`src/rtl/fb_pixel_writer_if.sv`:
```
// Pixel-request, clear-control and frame buffer RAM port bundle for fb_pixel_writer.
// The master side drives requests and RAM read data. The slave side is the writer itself.
interface fb_pixel_writer_if;
  logic        pix_valid;
  logic        pix_ready;
  logic [16:0] pix_addr;
  logic [3:0]  pix_color;
  logic        clear_start;
  logic [3:0]  clear_color;
  logic        busy;
  logic [14:0] mem_addr;
  logic        mem_re;
  logic [15:0] mem_rdata;
  logic        mem_we;
  logic [15:0] mem_wdata;

  modport master (
    output pix_valid, pix_addr, pix_color, clear_start, clear_color, mem_rdata,
    input  pix_ready, busy, mem_addr, mem_re, mem_we, mem_wdata
  );

  modport slave (
    input  pix_valid, pix_addr, pix_color, clear_start, clear_color, mem_rdata,
    output pix_ready, busy, mem_addr, mem_re, mem_we, mem_wdata
  );
endinterface

```
`src/rtl/fb_pixel_writer.sv`:
```
// Read-modify-write sequencer for a 4bpp frame buffer (16-bit words, 4 pixels per word),
// plus a full-buffer clear fill. One pixel in flight; all RAM-side outputs are registered.
module fb_pixel_writer #(
  parameter int unsigned RD_LATENCY  = 1,
  parameter int unsigned CLEAR_WORDS = 32768
) (
  input  logic                clk,
  input  logic                rst_n,
  fb_pixel_writer_if.slave    bus
);

  localparam int unsigned   WaitW     = (RD_LATENCY > 1) ? $clog2(RD_LATENCY) : 1;
  localparam logic [WaitW-1:0] WaitLast = WaitW'(RD_LATENCY - 1);
  localparam logic [14:0]   ClearLast = 15'(CLEAR_WORDS - 1);

  typedef enum logic [2:0] {StIdle, StRead, StWait, StWrite, StClear} state_e;

  state_e             state_q, state_d;
  logic [16:0]        addr_q, addr_d;
  logic [3:0]         color_q, color_d;
  logic [WaitW-1:0]   wait_q, wait_d;
  logic               mem_re_q, mem_re_d;
  logic               mem_we_q, mem_we_d;
  logic [14:0]        mem_addr_q, mem_addr_d;
  logic [15:0]        mem_wdata_q, mem_wdata_d;

  function automatic logic [15:0] merge_lane(input logic [15:0] word, input logic [1:0] lane,
                                             input logic [3:0] color);
    logic [15:0] res;
    res = word;
    res[{lane, 2'b00} +: 4] = color;
    return res;
  endfunction

  always_ff @(posedge clk or negedge rst_n) begin
    if (!rst_n) begin
      state_q     <= StIdle;
      addr_q      <= '0;
      color_q     <= '0;
      wait_q      <= '0;
      mem_re_q    <= 1'b0;
      mem_we_q    <= 1'b0;
      mem_addr_q  <= '0;
      mem_wdata_q <= '0;
    end else begin
      state_q     <= state_d;
      addr_q      <= addr_d;
      color_q     <= color_d;
      wait_q      <= wait_d;
      mem_re_q    <= mem_re_d;
      mem_we_q    <= mem_we_d;
      mem_addr_q  <= mem_addr_d;
      mem_wdata_q <= mem_wdata_d;
    end
  end

  always_comb begin
    state_d = state_q;
    unique case (state_q)
      StIdle: begin
        if (bus.clear_start)    state_d = StClear;
        else if (bus.pix_valid) state_d = StRead;
      end
      StRead:  state_d = StWait;
      StWait:  if (wait_q == WaitLast) state_d = StWrite;
      StWrite: state_d = StIdle;
      StClear: if (mem_addr_q == ClearLast) state_d = StIdle;
      default: state_d = StIdle;
    endcase
  end

  // Strobes are computed one cycle ahead so they appear registered in the state that owns them.
  always_comb begin
    addr_d      = addr_q;
    color_d     = color_q;
    wait_d      = wait_q;
    mem_re_d    = 1'b0;
    mem_we_d    = 1'b0;
    mem_addr_d  = mem_addr_q;
    mem_wdata_d = mem_wdata_q;
    unique case (state_q)
      StIdle: begin
        wait_d = '0;
        if (bus.clear_start) begin
          color_d     = bus.clear_color;
          mem_we_d    = 1'b1;
          mem_addr_d  = '0;
          mem_wdata_d = {4{bus.clear_color}};
        end else if (bus.pix_valid) begin
          addr_d     = bus.pix_addr;
          color_d    = bus.pix_color;
          mem_re_d   = 1'b1;
          mem_addr_d = bus.pix_addr[16:2];
        end
      end
      StWait: begin
        wait_d = wait_q + 1'b1;
        if (wait_q == WaitLast) begin
          mem_we_d    = 1'b1;
          mem_addr_d  = addr_q[16:2];
          mem_wdata_d = merge_lane(bus.mem_rdata, addr_q[1:0], color_q);
        end
      end
      // mem_addr_q doubles as the clear word counter; mem_wdata_q already holds the fill.
      StClear: begin
        if (mem_addr_q != ClearLast) begin
          mem_we_d   = 1'b1;
          mem_addr_d = mem_addr_q + 15'd1;
        end
      end
      default: ;
    endcase
  end

  assign bus.pix_ready = (state_q == StIdle) && !bus.clear_start;
  assign bus.busy      = (state_q != StIdle);
  assign bus.mem_re    = mem_re_q;
  assign bus.mem_we    = mem_we_q;
  assign bus.mem_addr  = mem_addr_q;
  assign bus.mem_wdata = mem_wdata_q;

endmodule

```
`src/flat_wrapper.sv`:
```
// flat-port wrapper written by rule: the top's interface ports become plain ports
module fb_pixel_writer_flat 
#(
  parameter int unsigned RD_LATENCY  = 1,
  parameter int unsigned CLEAR_WORDS = 32768
)
  (clk, rst_n, bus_pix_valid, bus_pix_addr, bus_pix_color, bus_clear_start, bus_clear_color, bus_mem_rdata, bus_pix_ready, bus_busy, bus_mem_addr, bus_mem_re, bus_mem_we, bus_mem_wdata);
  fb_pixel_writer_if bus_i ();
  input  logic clk;
  input  logic rst_n;
  input wire logic [$bits(bus_i.pix_valid)-1:0] bus_pix_valid;
  input wire logic [$bits(bus_i.pix_addr)-1:0] bus_pix_addr;
  input wire logic [$bits(bus_i.pix_color)-1:0] bus_pix_color;
  input wire logic [$bits(bus_i.clear_start)-1:0] bus_clear_start;
  input wire logic [$bits(bus_i.clear_color)-1:0] bus_clear_color;
  input wire logic [$bits(bus_i.mem_rdata)-1:0] bus_mem_rdata;
  output wire logic [$bits(bus_i.pix_ready)-1:0] bus_pix_ready;
  output wire logic [$bits(bus_i.busy)-1:0] bus_busy;
  output wire logic [$bits(bus_i.mem_addr)-1:0] bus_mem_addr;
  output wire logic [$bits(bus_i.mem_re)-1:0] bus_mem_re;
  output wire logic [$bits(bus_i.mem_we)-1:0] bus_mem_we;
  output wire logic [$bits(bus_i.mem_wdata)-1:0] bus_mem_wdata;
  assign bus_i.pix_valid = bus_pix_valid;
  assign bus_i.pix_addr = bus_pix_addr;
  assign bus_i.pix_color = bus_pix_color;
  assign bus_i.clear_start = bus_clear_start;
  assign bus_i.clear_color = bus_clear_color;
  assign bus_i.mem_rdata = bus_mem_rdata;
  assign bus_pix_ready = bus_i.pix_ready;
  assign bus_busy = bus_i.busy;
  assign bus_mem_addr = bus_i.mem_addr;
  assign bus_mem_re = bus_i.mem_re;
  assign bus_mem_we = bus_i.mem_we;
  assign bus_mem_wdata = bus_i.mem_wdata;
  fb_pixel_writer #(.RD_LATENCY(RD_LATENCY), .CLEAR_WORDS(CLEAR_WORDS)) u_core (.clk(clk), .rst_n(rst_n), .bus(bus_i));
endmodule
```
`config.mk`:
```
export PLATFORM = sky130hd
export DESIGN_NAME = fb_pixel_writer_flat
export DESIGN_NICKNAME = d
export VERILOG_FILES = /design/src/rtl/fb_pixel_writer_if.sv /design/src/rtl/fb_pixel_writer.sv /design/src/flat_wrapper.sv
export SDC_FILE = /design/constraint.sdc
export NUM_CORES = 1
export LEC_CHECK = 0
export BUFFER_PORTS_ARGS = -buffer_cell sky130_fd_sc_hd__buf_2
export CELL_PAD_IN_SITES_DETAIL_PLACEMENT = 1
export CELL_PAD_IN_SITES_GLOBAL_PLACEMENT = 1
export CORE_AREA = 2 2 92 94
export DETAILED_ROUTE_END_ITERATION = 8
export DIE_AREA = 0 0 94 96
export PLACE_DENSITY_LB_ADDON = 0.1
export SKIP_LAST_GASP = 1
export SLEW_MARGIN = 15
export SYNTH_ARGS = -nofsm -noshare
export SYNTH_HDL_FRONTEND = slang
export SYNTH_SLANG_ARGS = --single-unit
```
`constraint.sdc`:
```
create_clock -name clk -period 2.49 [get_ports clk]
set_input_delay 0.498 -clock clk [delete_from_list [all_inputs] [get_ports clk]]
set_output_delay 0.498 -clock clk [all_outputs]
set_load 0.005 [all_outputs]
```
==> results by group, run 1 <==
Die
  – Die area: 9024 µm²
  – Num rows: 33
  – Starting Density: 0.3916
  – I/O pins: 80
  – Die height: 96 µm
  – CORE AREA: 8051 µm²
  – Die width: 94 µm

Cells and area
  – Fillers: 959
  – Share of cells above drive strength 1: 0.3208
  – Nets: 445
  – Ant diodes: 0
  – Area occupied by multi-input gates: 1564 µm²
  – Sequential cell area: 1451 µm²
  – Area growth syn-to-layout: 23.25%
  – Final non-filler cell total: 504

Timing
  – Fin. Hold Viols: 0
  – Headroom to the max-slew limit: 0.2557
  – Final min period: 2.255 ns
  – Highest clock rate: 443.4 MHz
  – Slew @ Worst Pin: 1.116 ns
  – RSZ-0062 raised after global routing: no
  – Setup Viol. Count Final: 0
  – Period utilisation layout: 0.9058
  – Setup TNS: 0 ns
  – Max Slew Vio Count: 0
  – Clk_skew: 0.01011 ns

Pwr
  – Leakage power figure: 1.855 nW
  – Max VDD drop: 513.0 µV
  – Pwr/cell area: 1346 nW/µm²

Clock tree
  – CTS-repair resized insts: 0
  – Root buffer cell: clkbuf_8
  – Clock transition at the registers of the reported paths: 0.07 ns
  – Clock Tree Buf Depth: 2
  – Clock Sinks: 58
  – CTS tree: yes
  – Setup bufs post-CTS: 0
  – CTS Hold Bufs: 0
  – Worst-Skew Late Latency: 0.34 ns
  – H-tree depth: 3
  – CTS Buf Count: 9

Worst setup path
  – Critical R2R Capture: u_core.bus.mem_addr[10]
  – Worst-path maximum fanout: 13
  – Setup crit end kind: flip-flop
  – Crit-path cells: xor2_1 > a21oi_1 > a22o_1 > o21ba_2 > o32a_1
  – Reg2reg start: u_core.state_q[1]
  – R2R Setup Slk: 0.23 ns
  – Worst Path Required: 2.77 ns
  – Critical-path top delay cell: a21oi_1
  – Worst reg2reg path depth: 5
  – CP startpoint kind: flip-flop
  – Max incr delay on CP: 0.89 ns
  – Crit path DAT: 2.54 ns
  – Crit path kind: reg2reg

Placed design
  – RePlAce Congestion: 0.8676
  – # port buffers: 79
  – DP Wirelength: 6549 µm
  – Cells after DPL: 488

Global routing
  – Pin count of the biggest net entering global routing: 34
  – Vias in the first global route: 2798
  – Gr usage total: 0.2149
  – Antenna violations before repair: 0
  – Total grt overflow: 0
  – First-pass GRT wire length: 14660 µm

Synthesis
  – Cell taking the most area after synthesis: dfrtp_1
  – Share of the synthesized area in the top cell type: 0.4603
  – Ys Warns: 0
  – Post-synth ARST share: 1.000
  – Mapped Nets: 363
  – #FFs+latches synth: 58
  – Main synth FF type: dfrtp_1
  – EDFF count, synth: 0
  – Sequential share of the synthesized area: 0.4603
  – Most common cell in the synthesized netlist: dfrtp_1
  – Post-Syn Area: 3153 µm²
  – Distinct cells, synth: 50
  – Cells after Synth: 312
  – Top cells by count, synth: dfrtp_1, nand2_1, o21ai_0, nor2_1, a22o_1
  – Top post-synthesis cells by area: dfrtp_1, o21ai_0, nand2_1
  – Avg Inst Size Synth: 10.11 µm²

Route
  – Drt first pass iters: 5
  – Drt drc: 0
  – Vias per cell: 5.526
  – Routed wire length: 9141 µm
  – DR vias: 2785
  – 1st-iter DRT viols: 153
  – Antenna Violating Nets Remaining: 0
  – WL per Instance: 18.14 µm

Status
  – Outcome: complete, no violations

Hold path
  – Hold Crit Class: in2async

Job
  – Max-cap violations: 0
flip-flops by register name, summed over array words and instances (netlist names):
register              count
u_core.addr_q            17
u_core.bus.mem_addr      15
u_core.bus.mem_re         1
u_core.bus.mem_wdata     16
u_core.bus.mem_we         1
u_core.color_q            4
u_core.state_q            3
u_core.wait_q             1
kinds of logic after synthesis:
group / after synthesis / share of synthesized area
AOI/OAI and AO/OA: 102 / 0.2306
xor gates and xnor gates: 4 / 0.01111
buffers and inverters: 25 / 0.04365
adders and majority gates: 6 / 0.02381
muxes: 19 / 0.07580
DFF: 58 / 0.4603
and+or+nand+nor: 98 / 0.1548
layer usage:
layer,wire length [µm],GRT usage,part of all wire,vias up
met3,365,0.04620,0.040,11
met2,4212,0.3286,0.46,61
met1,4449,0.3021,0.49,1376
met4,114,0.07609,0.012,0
met5,0,0,0,-
li1,-,-,-,1337
placed cells by master, fill, tap and decap left out, types with 2 or more instances in the layout:
cell type | Yosys | final
mux2i_1 | 4 | 4
nor2_1 | 21 | 21
mux2_2 | 7 | 7
o31ai_1 | 2 | 2
a221o_1 | 8 | 8
nor4_1 | 3 | 3
a221oi_1 | 13 | 13
a22o_1 | 14 | 14
inv_1 | 9 | 9
buf_2 | 5 | 79
a22oi_1 | 2 | 2
nor2b_1 | 3 | 3
o21a_1 | 2 | 2
nor4b_1 | 2 | 2
dfrtp_1 | 58 | 58
nand2_1 | 36 | 36
mux2_4 | 8 | 8
and3_1 | 5 | 5
nand3_1 | 11 | 11
a222oi_1 | 2 | 2
o21ba_2 | 2 | 2
bufinv_16 | 0 | 2
xor2_1 | 3 | 3
buf_4 | 2 | 7
a21oi_1 | 12 | 12
clkbuf_8 | 0 | 12
o41ai_1 | 2 | 2
nor3_1 | 5 | 5
o21ai_0 | 36 | 36
ha_1 | 6 | 6
where the power goes:
part           internal, mW  leakage [nW]  switching, mW
Sequential             1.40         0.713          0.439
Clock                 0.644         0.119          0.394
Combinational          1.06          1.02           1.30
metrics by stage:
stage	area, µm²	power (mW)	hold WS (ns)	worst slack (ns)	util
CTS	3886	5.280	0.1823	0.2574	0.4827
finish	3886	5.233	0.1751	0.2347	0.4827
detailed placement	3649	4.201	0.4762	0.2351	0.4531
global placement	3649	4.115	0.4589	0.3047	0.4531
global route	3886	5.671	0.2068	0.06538	0.4827
floorplan	3153	3.419	0.2024	0.5834	-
worst max-delay path by stage:
stage / start / end / cells past startpoint
3_3_place_gp: u_core.state_q[1] / u_core.bus.mem_addr[10] / 5
2_1_floorplan: u_core.addr_q[0] / u_core.bus.mem_wdata[11] / 6
3_5_place_dp: bus_clear_start / u_core.bus.mem_addr[9] / 6
4_1_cts: u_core.state_q[1] / u_core.bus.mem_addr[10] / 5
6_report: u_core.state_q[1] / u_core.bus.mem_addr[10] / 5
5_1_grt: u_core.state_q[1] / u_core.bus.mem_addr[10] / 5
critical path: cells and delay by family, from the launching register on:
family,cells,cell delay (ns)
XOR/XNOR,1,0.22
flip-flops,1,0.53
AO/OA/AOI/OAI,4,1.43
layout make-up:
| class | count | share of cell area |
|---|---|---|
| multi-input cells | 229 | 0.4024 |
| flip-flops and latches | 58 | 0.3735 |
| repair buffers | 87 | 0.1204 |
| clock buffers | 12 | 0.04250 |
| well taps | 105 | 0.03381 |
| clock inverters | 4 | 0.01867 |
| inverters | 9 | 0.008693 |
No activity file was read; power rests on OpenSTA's default activity.
==> inputs of run 2 (changes only) <==
SETUP_SLACK_MARGIN = 0.4   (was unset)
==> run 2 against run 1 <==
Against the previous run: routed wire length grew 3.2%; utilization rose by 1.7 points; first-iteration DRC count grew 10%; clock power is essentially flat; cell count grew 2.2%; power is 4.9% higher; non-clock buffer count up 10; clock skew about the same; hold slack got worse by 0.0039 ns; clock-buffer cell count unchanged; combinational power grew 11%; critical path type is now reg2out; highest routed layer unchanged.
==> results by group, run 2 (synthesis gave the netlist of run 1 again) <==
Timing
  – Final min period: 2.030 ns
  – Period utilisation layout: 0.8152
  – Setup WS post-layout: 0.4603 ns
  – Highest clock rate: 492.7 MHz
  – RSZ-0062 raised after global routing: yes
  – Setup Viol. Count Final: 0
  – Fin. Hold Viols: 0
  – WHS: 0.1711 ns
  – Headroom to the max-slew limit: 0.5285
  – Slew @ Worst Pin: 0.7073 ns
  – Clk_skew: 0.009915 ns
  – Setup TNS: 0 ns
  – Max Slew Vio Count: 0

Worst setup path
  – Worst Path Required: 1.99 ns
  – Max incr delay on CP: 0.47 ns
  – Worst reg2reg path depth: 5
  – Worst path bufs/invs: 1
  – Crit path DAT: 1.53 ns
  – Delay-heaviest family, CP: simple AND/OR/NAND/NOR gates
  – Levels on crit path: 3
  – Worst-path maximum fanout: 8
  – Setup crit end kind: output pin
  – Reg2reg start: u_core.state_q[1]
  – Critical-path top delay cell: dfrtp_2
  – Setup crit start: u_core.state_q[0]
  – Crit path kind: reg2out
  – Crit-path cells: or3_4 > nor2_4 > buf_2
  – CP startpoint kind: flip-flop

Hold path
  – Hold Crit Class: in2async

Clock tree
  – Clock Tree Buf Depth: 2
  – Clock Sinks: 58
  – CTS Hold Bufs: 0
  – CTS tree: yes
  – Root buffer cell: clkbuf_8
  – CTS Buf Count: 9
  – Worst-Skew Late Latency: 0.35 ns
  – H-tree depth: 3
  – Clock transition at the registers of the reported paths: 0.06 ns

Route
  – Drt first pass iters: 4
  – Vias per cell: 5.495
  – 1st-iter DRT viols: 169
  – DR vias: 2830
  – WL per Instance: 18.31 µm
  – Antenna Violating Nets Remaining: 0
  – Drt drc: 0
  – Routed wire length: 9429 µm

Cells and area
  – Largest Register: u_core.addr_q
  – Commonest non-fill, non-tap cell in the layout: buf_2
  – Commonest cells after routing, fill and taps aside: buf_2, dfrtp_1, nand2_1, o21ai_0, nor2_1
  – Nets: 456
  – Ant diodes: 0
  – Largest register FFs: 17
  – Share of cells above drive strength 1: 0.3585
  – Area growth syn-to-layout: 27.50%

Global routing
  – Antenna violations before repair: 0
  – Gr usage total: 0.2185
  – First-pass GRT wire length: 14900 µm
  – Pin count of the biggest net entering global routing: 34
  – Vias in the first global route: 2839
  – Total grt overflow: 0

Pwr
  – Max VDD drop: 521.5 µV
  – Total power: 5.488 mW
  – Leakage power figure: 1.922 nW
  – Pwr/cell area: 1365 nW/µm²

Placed design
  – Post-placement setup slack: 0.2351 ns
  – # port buffers: 79
  – RePlAce Congestion: 0.8676
  – DP Wirelength: 6549 µm

Die
  – Num rows: 33
  – Die area: 9024 µm²
  – Die width: 94 µm
  – CORE AREA: 8051 µm²
  – I/O pins: 80
  – Die height: 96 µm
  – Starting Density: 0.3916

Job
  – Max-cap violations: 0

Status
  – Outcome: complete, no violations
## run 2: what timing repair did
item                       4_1_cts  5_1_grt
hold endpoints to repair         0        0
gates cloned                     0        1
pin swaps                        0        1
gates resized for setup          4        5
buffers inserted                 6        4
setup endpoints to repair       14       27
## run 2: final cells by class
cell class              instances  area (µm²)
flip-flops and latches         58        1456
clock buffers                  12       165.2
fillers                       963        4031
inverters                       9       33.78
multi-input cells             230        1605
clock inverters                 4       72.57
repair buffers                 97       555.5
well taps                     105       131.4
## run 2: stage by stage
stage,util,area [µm²],cells
after floorplan,-,3153,312
after global placement,0.4531,3649,488
after detailed placement,0.4531,3649,488
after CTS,0.4917,3959,510
after global routing,0.4993,4020,515
final,0.4993,4020,515
## run 2: layer usage
layer  up-vias  global-route usage  part of all wire
met5         -                   0                 0
met4         0             0.07609             0.012
met3        11             0.04620             0.049
met2        70              0.3369              0.46
met1      1392              0.3056              0.48
li1       1357                   -                 -
## run 2: power breakdown
group	internal [mW]	switching, mW	total (mW)	leakage, nW
registers	1.40	0.414	1.82	0.708
logic	1.21	1.42	2.63	1.10
clock network	0.644	0.399	1.04	0.119
## run 2: path summary, 6_finish.rpt
kind,end,slack [ns]
setup reg to reg,u_core.bus.mem_addr[6],0.50
setup / recovery,bus_pix_ready,0.46
hold reg to reg,u_core.bus.mem_wdata[1],0.49
max in group asynchronous,u_core.addr_q[0],1.71
min in group clk,u_core.addr_q[7],0.40
hold / removal,u_core.bus.mem_wdata[0],0.17
